## src/rtl/fetch_pkg.sv

```systemverilog
// Shared types, widths and branch-target arithmetic for the instruction fetch unit.
package fetch_pkg;

  localparam int unsigned INS_W = 32;
  localparam int unsigned PC_W  = 32;

  typedef enum logic [1:0] {
    ST_IDLE,
    ST_FETCH,
    ST_HOLD,
    ST_HALT
  } fetch_state_t;

  // pc4 plus the sign-extended word offset; wraps modulo 2^PC_W.
  function automatic logic [PC_W-1:0] branch_target(input logic [PC_W-1:0] pc4,
                                                     input logic [15:0]     imm16);
    return pc4 + {{(PC_W-18){imm16[15]}}, imm16, 2'b00};
  endfunction

endpackage

```

## src/rtl/instruction_fetch_if.sv

```systemverilog
// Bundles the instruction-memory handshake and the decoder-facing ins/redirect signals.
interface instruction_fetch_if;
  import fetch_pkg::*;

  logic             imem_req;
  logic [PC_W-1:0]  imem_addr;
  logic             imem_ready;
  logic [INS_W-1:0] imem_rdata;
  logic [INS_W-1:0] ins;
  logic             ins_valid;
  logic             ins_ready;
  logic [PC_W-1:0]  pc_out;
  logic             jump;
  logic             jumpReg;
  logic             branchTaken;
  logic [PC_W-1:0]  rs_value;
  logic             fault;

  modport master (
    output imem_req, imem_addr, ins, ins_valid, pc_out, fault,
    input  imem_ready, imem_rdata, ins_ready, jump, jumpReg, branchTaken, rs_value
  );

  modport slave (
    input  imem_req, imem_addr, ins, ins_valid, pc_out, fault,
    output imem_ready, imem_rdata, ins_ready, jump, jumpReg, branchTaken, rs_value
  );

endinterface

```

## src/rtl/instruction_fetch_next_pc_calc.sv

```systemverilog
// Combinational next-PC selection: jumpReg, then jump, then taken branch, then pc+4.
module next_pc_calc
  import fetch_pkg::*;
(
  input  logic [PC_W-1:0] i_pc_out,
  input  logic [25:0]     i_ins_target,
  input  logic            i_jump,
  input  logic            i_jump_reg,
  input  logic            i_branch_taken,
  input  logic [PC_W-1:0] i_rs_value,
  output logic [PC_W-1:0] o_next_pc
);

  logic [PC_W-1:0] w_pc4;

  assign w_pc4 = i_pc_out + PC_W'(4);

  always_comb begin
    o_next_pc = w_pc4;
    if (i_jump_reg) begin
      o_next_pc = i_rs_value;
    end else if (i_jump) begin
      o_next_pc = {w_pc4[PC_W-1:PC_W-4], i_ins_target, 2'b00};
    end else if (i_branch_taken) begin
      o_next_pc = branch_target(w_pc4, i_ins_target[15:0]);
    end
  end

endmodule

```

## src/rtl/instruction_fetch.sv

```systemverilog
// Instruction fetch unit: owns the PC, fetches words over imem_req/imem_ready, presents ins.
// Optional FETCH_ALIGN_CHECK_EN: misaligned jumpReg targets raise sticky fault and halt.
module instruction_fetch
  import fetch_pkg::*;
#(
  parameter logic [PC_W-1:0] RESET_PC = 32'h0000_0000
) (
  input  logic                clk,
  input  logic                reset_n,
  instruction_fetch_if.master bus
);

  fetch_state_t     r_state;
  fetch_state_t     w_next_state;
  logic [PC_W-1:0]  r_pc;
  logic [PC_W-1:0]  r_pc_out;
  logic [INS_W-1:0] r_ins;
  logic [PC_W-1:0]  w_next_pc;
  logic [PC_W-1:0]  w_rs_value;
  logic             w_misaligned;
  logic             w_capture;
  logic             w_consume;

  assign w_capture = (r_state == ST_FETCH) && bus.imem_ready;
  assign w_consume = (r_state == ST_HOLD) && bus.ins_ready;

`ifdef FETCH_ALIGN_CHECK_EN
  logic r_fault;

  assign w_rs_value   = bus.rs_value;
  assign w_misaligned = bus.jumpReg && (bus.rs_value[1:0] != 2'b00);

  always_ff @(posedge clk or negedge reset_n) begin
    if (!reset_n) begin
      r_fault <= 1'b0;
    end else if (w_consume && w_misaligned) begin
      r_fault <= 1'b1;
    end
  end

  assign bus.fault = r_fault;
`else
  // Low two bits are dropped so a jumpReg target is always word aligned.
  assign w_rs_value   = bus.rs_value & ~PC_W'(3);
  assign w_misaligned = 1'b0;
  assign bus.fault    = 1'b0;
`endif

  next_pc_calc u_next_pc_calc (
    .i_pc_out       (r_pc_out),
    .i_ins_target   (r_ins[25:0]),
    .i_jump         (bus.jump),
    .i_jump_reg     (bus.jumpReg),
    .i_branch_taken (bus.branchTaken),
    .i_rs_value     (w_rs_value),
    .o_next_pc      (w_next_pc)
  );

  always_ff @(posedge clk or negedge reset_n) begin
    if (!reset_n) begin
      r_state <= ST_IDLE;
    end else begin
      r_state <= w_next_state;
    end
  end

  always_comb begin
    w_next_state = r_state;
    unique case (r_state)
      ST_IDLE:  w_next_state = ST_FETCH;
      ST_FETCH: if (bus.imem_ready) w_next_state = ST_HOLD;
      ST_HOLD:  if (bus.ins_ready)  w_next_state = w_misaligned ? ST_HALT : ST_FETCH;
      ST_HALT:  w_next_state = ST_HALT;
      default:  w_next_state = ST_IDLE;
    endcase
  end

  always_ff @(posedge clk or negedge reset_n) begin
    if (!reset_n) begin
      r_pc     <= RESET_PC;
      r_pc_out <= RESET_PC;
      r_ins    <= '0;
    end else begin
      if (w_capture) begin
        r_ins    <= bus.imem_rdata;
        r_pc_out <= r_pc;
      end
      if (w_consume && !w_misaligned) begin
        r_pc <= w_next_pc;
      end
    end
  end

  // Handshake flags decode straight from state, so reset drops them without waiting for an edge.
  assign bus.imem_req  = (r_state == ST_FETCH);
  assign bus.ins_valid = (r_state == ST_HOLD);
  assign bus.imem_addr = r_pc;
  assign bus.ins       = r_ins;
  assign bus.pc_out    = r_pc_out;

endmodule

```

## src/flat_wrapper.sv

```systemverilog
// flat-port wrapper written by rule: the top's interface ports become plain ports
module instruction_fetch_flat import fetch_pkg::*;
#(
  parameter logic [PC_W-1:0] RESET_PC = 32'h0000_0000
)
  (clk, reset_n, bus_imem_req, bus_imem_addr, bus_ins, bus_ins_valid, bus_pc_out, bus_fault, bus_imem_ready, bus_imem_rdata, bus_ins_ready, bus_jump, bus_jumpReg, bus_branchTaken, bus_rs_value);
  instruction_fetch_if bus_i ();
  input  logic clk;
  input  logic reset_n;
  output wire logic [$bits(bus_i.imem_req)-1:0] bus_imem_req;
  output wire logic [$bits(bus_i.imem_addr)-1:0] bus_imem_addr;
  output wire logic [$bits(bus_i.ins)-1:0] bus_ins;
  output wire logic [$bits(bus_i.ins_valid)-1:0] bus_ins_valid;
  output wire logic [$bits(bus_i.pc_out)-1:0] bus_pc_out;
  output wire logic [$bits(bus_i.fault)-1:0] bus_fault;
  input wire logic [$bits(bus_i.imem_ready)-1:0] bus_imem_ready;
  input wire logic [$bits(bus_i.imem_rdata)-1:0] bus_imem_rdata;
  input wire logic [$bits(bus_i.ins_ready)-1:0] bus_ins_ready;
  input wire logic [$bits(bus_i.jump)-1:0] bus_jump;
  input wire logic [$bits(bus_i.jumpReg)-1:0] bus_jumpReg;
  input wire logic [$bits(bus_i.branchTaken)-1:0] bus_branchTaken;
  input wire logic [$bits(bus_i.rs_value)-1:0] bus_rs_value;
  assign bus_imem_req = bus_i.imem_req;
  assign bus_imem_addr = bus_i.imem_addr;
  assign bus_ins = bus_i.ins;
  assign bus_ins_valid = bus_i.ins_valid;
  assign bus_pc_out = bus_i.pc_out;
  assign bus_fault = bus_i.fault;
  assign bus_i.imem_ready = bus_imem_ready;
  assign bus_i.imem_rdata = bus_imem_rdata;
  assign bus_i.ins_ready = bus_ins_ready;
  assign bus_i.jump = bus_jump;
  assign bus_i.jumpReg = bus_jumpReg;
  assign bus_i.branchTaken = bus_branchTaken;
  assign bus_i.rs_value = bus_rs_value;
  instruction_fetch #(.RESET_PC(RESET_PC)) u_core (.clk(clk), .reset_n(reset_n), .bus(bus_i));
endmodule
```

## config.mk

```make
export PLATFORM = sky130hd
export DESIGN_NAME = instruction_fetch_flat
export DESIGN_NICKNAME = d
export VERILOG_FILES = /design/src/rtl/fetch_pkg.sv /design/src/rtl/instruction_fetch_if.sv /design/src/rtl/instruction_fetch_next_pc_calc.sv /design/src/rtl/instruction_fetch.sv /design/src/flat_wrapper.sv
export SDC_FILE = /design/constraint.sdc
export NUM_CORES = 1
export LEC_CHECK = 0
export ABC_AREA = 1
export CORE_ASPECT_RATIO = 1.75
export CORE_MARGIN = 2
export CORE_UTILIZATION = 48
export DETAILED_ROUTE_END_ITERATION = 6
export GPL_TIMING_DRIVEN = 0
export PLACE_DENSITY_LB_ADDON = 0.05
export SETUP_SLACK_MARGIN = 0.05
export SYNTH_ARGS = -nofsm -noshare
export SYNTH_HDL_FRONTEND = slang
export SYNTH_HIERARCHICAL = 1
export SYNTH_SLANG_ARGS = --single-unit
```

## constraint.sdc

```tcl
create_clock -name clk -period 2.3 [get_ports clk]
set_input_delay 0.23 -clock clk [delete_from_list [all_inputs] [get_ports clk]]
set_output_delay 0.23 -clock clk [all_outputs]
set_load 0.05 [all_outputs]
```

Word level (Yosys, flattened, before mapping)

Cells that the tools add are included.

Flip-flop bits (word level): 98
Input bits: 71
Output and inout port bits: 99
Logic and storage cells: 21

Add/sub/neg operators: 2
Equality and inequality tests: 5
Multiplexer cells: 6
Reductions and logical operators: 4

Operators by type and width:

| cell                                                             | number |
|---|---|
| 32-bit two-way mux                                               | 3 |
| 32-bit by 3-bit adder with 32-bit output (second input constant) | 1 |
| 32-bit adder                                                     | 1 |
| 2-bit case mux with 4 select lines                               | 1 |
| 2-bit == test (second input constant)                            | 2 |
| 2-bit two-way mux                                                | 2 |
| 2-bit by 1-bit != test with 1-bit output (second input constant) | 2 |
| 2-bit by 1-bit == test with 1-bit output (second input constant) | 1 |
| 1-bit logical AND                                                | 2 |
| 2-bit logical NOT                                                | 1 |
| 2-bit AND reduction                                              | 1 |

Depth between registers and ports, before layout

Word-level depth: 5
Gate-level depth with buffers: 24
Mapped depth without buffers: 24

Modules after synthesis

The synthesis kept the hierarchy.

By module, submodules not included:

| module            | times used | cells each | area an instance (sq um) | sequential area each (sq um) |
|---|---|---|---|---|
| instruction_fetch | 1          | 442        | 4066.4                   | 2452.4 |
| next_pc_calc      | 1          | 824        | 3978.8                   | 0.0 |

Worst setup path before layout

OpenSTA, ideal clock, no wires.

Kind: flip-flop to flip-flop
Start: register u_core.r_pc_out[2] (netlist: u_core/bus.pc_out[2])
End: register u_core.r_pc[30] (netlist: u_core/bus.imem_addr[30])
Library setup time: 0.119 ns
Data arrival time: 2.886 ns
Data required time: 2.181 ns
Slack: -0.705 ns
Cell stages (with the launch flop): 21
Period minus slack after synthesis: 3.005 ns
Path through: dfrtp_1 > ha_1 > nand3_2 > inv_1 > nand2_2 > nor3_1 > nand2_1 > nand2_1 > inv_1 > ha_1 > nand2_1 > nor2_1 > nand2_1 > nor3_1 > nand2_1 > nand3_1 > nand3_1 > nand2_1 > nand2_1 > nand4_1 > nand2_1

Longest elaborated chain between the ends: 5

Ends and longest elaborated chain:

| item                                         | RTL line                             | text |
|---|---|---|
| start, declared                              | instruction_fetch.sv:16              | `logic [PC_W-1:0] r_pc_out;` |
| start signal, assigned                       | instruction_fetch.sv:86              | `r_pc_out <= r_pc;` |
| 32-bit by 3-bit adder with 32-bit output (*) | instruction_fetch_next_pc_calc.sv:16 | `assign w_pc4 = i_pc_out + PC_W'(4);` |
| 32-bit adder                                 | fetch_pkg.sv:17                      | `return pc4 + {{(PC_W-18){imm16[15]}}, imm16, 2'b00};` |
| 32-bit two-way mux                           | instruction_fetch_next_pc_calc.sv:24 | `end else if (i_branch_taken) begin` |
| 32-bit two-way mux (*)                       | instruction_fetch_next_pc_calc.sv:22 | `end else if (i_jump) begin` |
| 32-bit two-way mux (*)                       | instruction_fetch_next_pc_calc.sv:20 | `if (i_jump_reg) begin` |
| net u_core.w_next_pc[30]                     | instruction_fetch.sv:18              | `logic [PC_W-1:0] w_next_pc;` |
| end signal, assigned                         | instruction_fetch.sv:89              | `r_pc <= w_next_pc;` |
| end, declared                                | instruction_fetch.sv:15              | `logic [PC_W-1:0] r_pc;` |

The timed path passes the listed nets; every way through them passes the cells marked *.
A chain may end at the register's enable or synchronous reset.

Worst setup path in the final report

Start: register u_core.r_pc_out[3] (netlist: u_core/bus.pc_out[3])
End: register u_core.r_pc[25] (netlist: u_core/bus.imem_addr[25])

Longest elaborated chain between the ends: 5

Ends and longest elaborated chain:

| item                                         | RTL line |
|---|---|
| 32-bit by 3-bit adder with 32-bit output (*) | instruction_fetch_next_pc_calc.sv:16 |
| 32-bit adder                                 | fetch_pkg.sv:17 |
| 32-bit two-way mux (*)                       | instruction_fetch_next_pc_calc.sv:24 |
| 32-bit two-way mux (*)                       | instruction_fetch_next_pc_calc.sv:22 |
| 32-bit two-way mux (*)                       | instruction_fetch_next_pc_calc.sv:20 |
| net u_core.w_next_pc[25]                     | instruction_fetch.sv:18 |

Marks and branches as above.

==> run metrics <==
status=complete, but fails checks; failing checks=negative setup slack; CP cell instances=ha_4 > inv_4 > nor2_2 > nand3b_1 > nor2_4 > buf_6 > nand2_8 > xor2_4 > ha_4 > nand2_4 > nor3_4 > nand3_4 > nand4_1 > nand3_2 > a21oi_2 > nand4_1 > nand2_1; clock slew at reported path FFs=~0.070 ns; vias in the first global route=~9700; Peak supply drop=between 1000 and 1500 uV; grt ovf=0; Antenna Cells=0; RSZ-0062 raised after global routing=true; Remaining DRCs=0; clk_lat worst skew=approximately 0.36 ns; Vias/cell=around 5.7; Critical Path RT=between 2 and 3 ns; share of cells above drive strength 1=29.9%; CTS tree=yes; die area=between 15000 and 20000 sq um; max incr delay on CP=0.48 ns; Post-Place Cells=around 1700; slew margin rel.=~46%; Setup CP Type=reg -> reg; Post-Place Setup Slack=-1.39 ns; row cnt=62; vias after detailed routing=around 10000; Yosys top cell by area=dfrtp_1; post-route ant nets=0; first-pass GRT wire length=around 54 mm; initial antenna violation count=0; Longest Clk Path Bufs=2; fin area=roughly 13000 sq um; Final period util=142%; Port Buffers=~160; Post-layout nets=around 1600; post-route insts no fill=roughly 1700; area post-placement=about 10000 sq um; Synth top area share=between 30% and 40%; Worst setup EP type=register; Core Area=approximately 16000 sq um; Routed Wire Length=around 37 mm; post-DP HPWL=26.9 mm; Syn Area/Cell=6.35 sq um; drt initial violations=around 750; Mapped Cells=approximately 1300; CTS Buf Count=9; clock sinks=98; largest cells by area after synthesis=dfrtp_1 (30%), nand2_1 (22%), nand4_1 (8.4%); Final Slew Violations=0; Root Driver=clkbuf_16; Worst path slowest cell=dfrtp_4; largest net degree at the start of global routing=a little over 70; Chip Width=102 um; Area growth, synth to finish=56.7%; flops & latches, synth=98; measured slew at the worst slew-check pin=about 0.82 ns; Avg WL per Cell=between 20 and 25 um; Top Ports=170; DRT Pass-1 Iters=5; GP Congestion=approximately 0.97; FMAX=slightly above 300 MHz; Die Y=~180 um; Total GRT Usage=40.2%; fin util=76.6%; Max FO, Critical Path=5; # setup viols final=27; initial core utilization=roughly 49%; synth unique cells=38; fin worst setup slack=-0.968 ns; hold slack=0.218 ns; Synth Warn #=6; pwr/cell area=between 1500 and 2000 nW/um^2; cell leakage power=6.04 nW; startpoint types=register; register area share after synthesis=a little under a third; fin crit period=between 3 and 4 ns; synthesized area=8050 sq um; max-cap violations=0; clk_skew=slightly above 0.007 ns; worst min path class=in -> reg; final hold vios=0; # H-tree levels=3; CP arrival=around 3.6 ns
## worst max-delay path, delay by kind of cell (launching register included)
| family | cells | cell delay (ns) |
|---|---|---|
| adders and majority gates | 2 | 0.48 |
| AOI/OAI and AO/OA | 1 | 0.22 |
| DFF | 1 | 0.48 |
| buffers and inverters | 2 | 0.20 |
| xor gates and xnor gates | 1 | 0.19 |
| and+or+nand+nor | 11 | 1.64 |
## cells in the mapped netlist
cell and instances:
xnor2_1 8, o211ai_1 2, nor3b_1 1, buf_4 15, a22oi_1 3, conb_1 1
or2_2 4, nor2_4 3, inv_1 147, nand2_2 8, fa_1 1, nor2_1 96
nor3_2 2, o21bai_1 7, nand4_1 108, a31o_2 1, inv_2 2, a21oi_1 65
nor2_2 2, o21a_1 2, buf_1 1, buf_2 17, nand3b_1 3, nand3_2 2
nand2_1 475, dfrtp_1 98, clkbuf_1 23, a21boi_0 1, nor3_1 10, and2_1 4
a31oi_1 6, nand3_1 69, o21ai_0 22, a21oi_2 4, xor2_1 11, o22a_1 2
ha_1 37, o21ai_1 3
## placed cells by master (no fill, tap or decap), types with 9 or more instances in the layout
| cell | synthesis | final |
|---|---|---|
| nand2_1 | 475 | 387 |
| clkdlybuf4s50_1 | 0 | 159 |
| inv_1 | 147 | 119 |
| nand4_1 | 108 | 108 |
| buf_4 | 15 | 83 |
| dfrtp_1 | 98 | 72 |
| nand2_2 | 8 | 72 |
| nor2_1 | 96 | 60 |
| nand3_1 | 69 | 43 |
| a21oi_1 | 65 | 34 |
| a21oi_2 | 4 | 28 |
| inv_2 | 2 | 26 |
| nor2_4 | 3 | 26 |
| ha_4 | 0 | 24 |
| clkbuf_1 | 23 | 23 |
| dfrtp_2 | 0 | 23 |
| nand2_4 | 0 | 23 |
| nand3_2 | 2 | 20 |
| buf_2 | 17 | 17 |
| nor2_2 | 2 | 15 |
| ha_1 | 37 | 12 |
| o21ai_1 | 3 | 11 |
| o21ai_0 | 22 | 10 |
| clkbuf_16 | 0 | 9 |
## logic make-up (layout without fill, tap and decap cells)
kind of cell,Yosys count,in the layout,synth area share (%)
xor+xnor,19,19,2.07
buf+inv,205,460,10.5
compound gates,118,118,8.23
fa+ha+maj,38,38,6.00
flops,98,98,30.5
other cells,1,3,0.0466
simple gates,787,787,42.6
## path summary, 6_finish.rpt
check / start / to / slack (ns) / cells past startpoint
max: u_core/bus.pc_out[3]$_DFFE_PN0P_ / u_core/bus.imem_addr[25]$_DFFE_PN0P_ / -0.97 / 17
min: bus_ins_ready / u_core/bus.imem_addr[31]$_DFFE_PN0P_ / 0.22 / 3
max reg2reg: u_core/bus.pc_out[3]$_DFFE_PN0P_ / u_core/bus.imem_addr[25]$_DFFE_PN0P_ / -0.97 / 17
min reg2reg: u_core/bus.ins[29]$_DFFE_PN0P_ / u_core/bus.ins[29]$_DFFE_PN0P_ / 0.47 / 2
max in group asynchronous: reset_n / u_core/bus.pc_out[2]$_DFFE_PN0P_ / 1.22 / 3
min in group asynchronous: reset_n / u_core/bus.imem_addr[15]$_DFFE_PN0P_ / 0.34 / 2
## stage by stage
step	TNS (ns)	power (W)
5_1_grt	-22.04	0.0207
2_1_floorplan	-6.81	0.0109
4_1_cts	-14.81	0.0185
3_3_place_gp	-290.41	0.0146
6_report	-18.80	0.0198
3_5_place_dp	-24.54	0.0147
## cell type report
class | count | area, sq um
repair buffers | 240 | 2260
clock inverters | 5 | 61.3
multi-input cells | 965 | 6410
inverters | 149 | 571
clock buffers | 11 | 243
fillers | 1293 | 3840
well taps | 224 | 280
plain buffers | 55 | 284
flip-flops and latches | 98 | 2490
## state kept, by name, summed over array words and instances (netlist names)
name,cells
u_core/bus.pc_out,32
u_core/bus.ins,32
u_core/bus.imem_addr,32
u_core/r_state,2
## repair_timing
action / in CTS / in global routing
resized for setup: 236 / 114
cloned: 0 / 0
endpoints found under the hold margin: 27 / 0
endpoints found under the setup margin: 30 / 31
hold buffers: 1 / 0
setup buffers: 56 / 19
pin swaps: 71 / 76
## report_power, final
part	internal [W]	switching [W]
clock	0.000882	0.000693
sequential	0.00255	0.00129
combinational	0.00521	0.00914
total	0.00865	0.0111
## per-layer routing
layer | global-route usage, % | wire (um) | up-vias | part of all wire, %
met5 | 0 | 0 | - | 0
met2 | 68.1 | 18200 | 513 | 50
li1 | - | - | 4607 | -
met1 | 43.4 | 12500 | 4684 | 34
met4 | 28.7 | 3180 | 0 | 8.7
met3 | 8.32 | 2690 | 162 | 7.3
No activity file was read; power rests on OpenSTA's default activity.
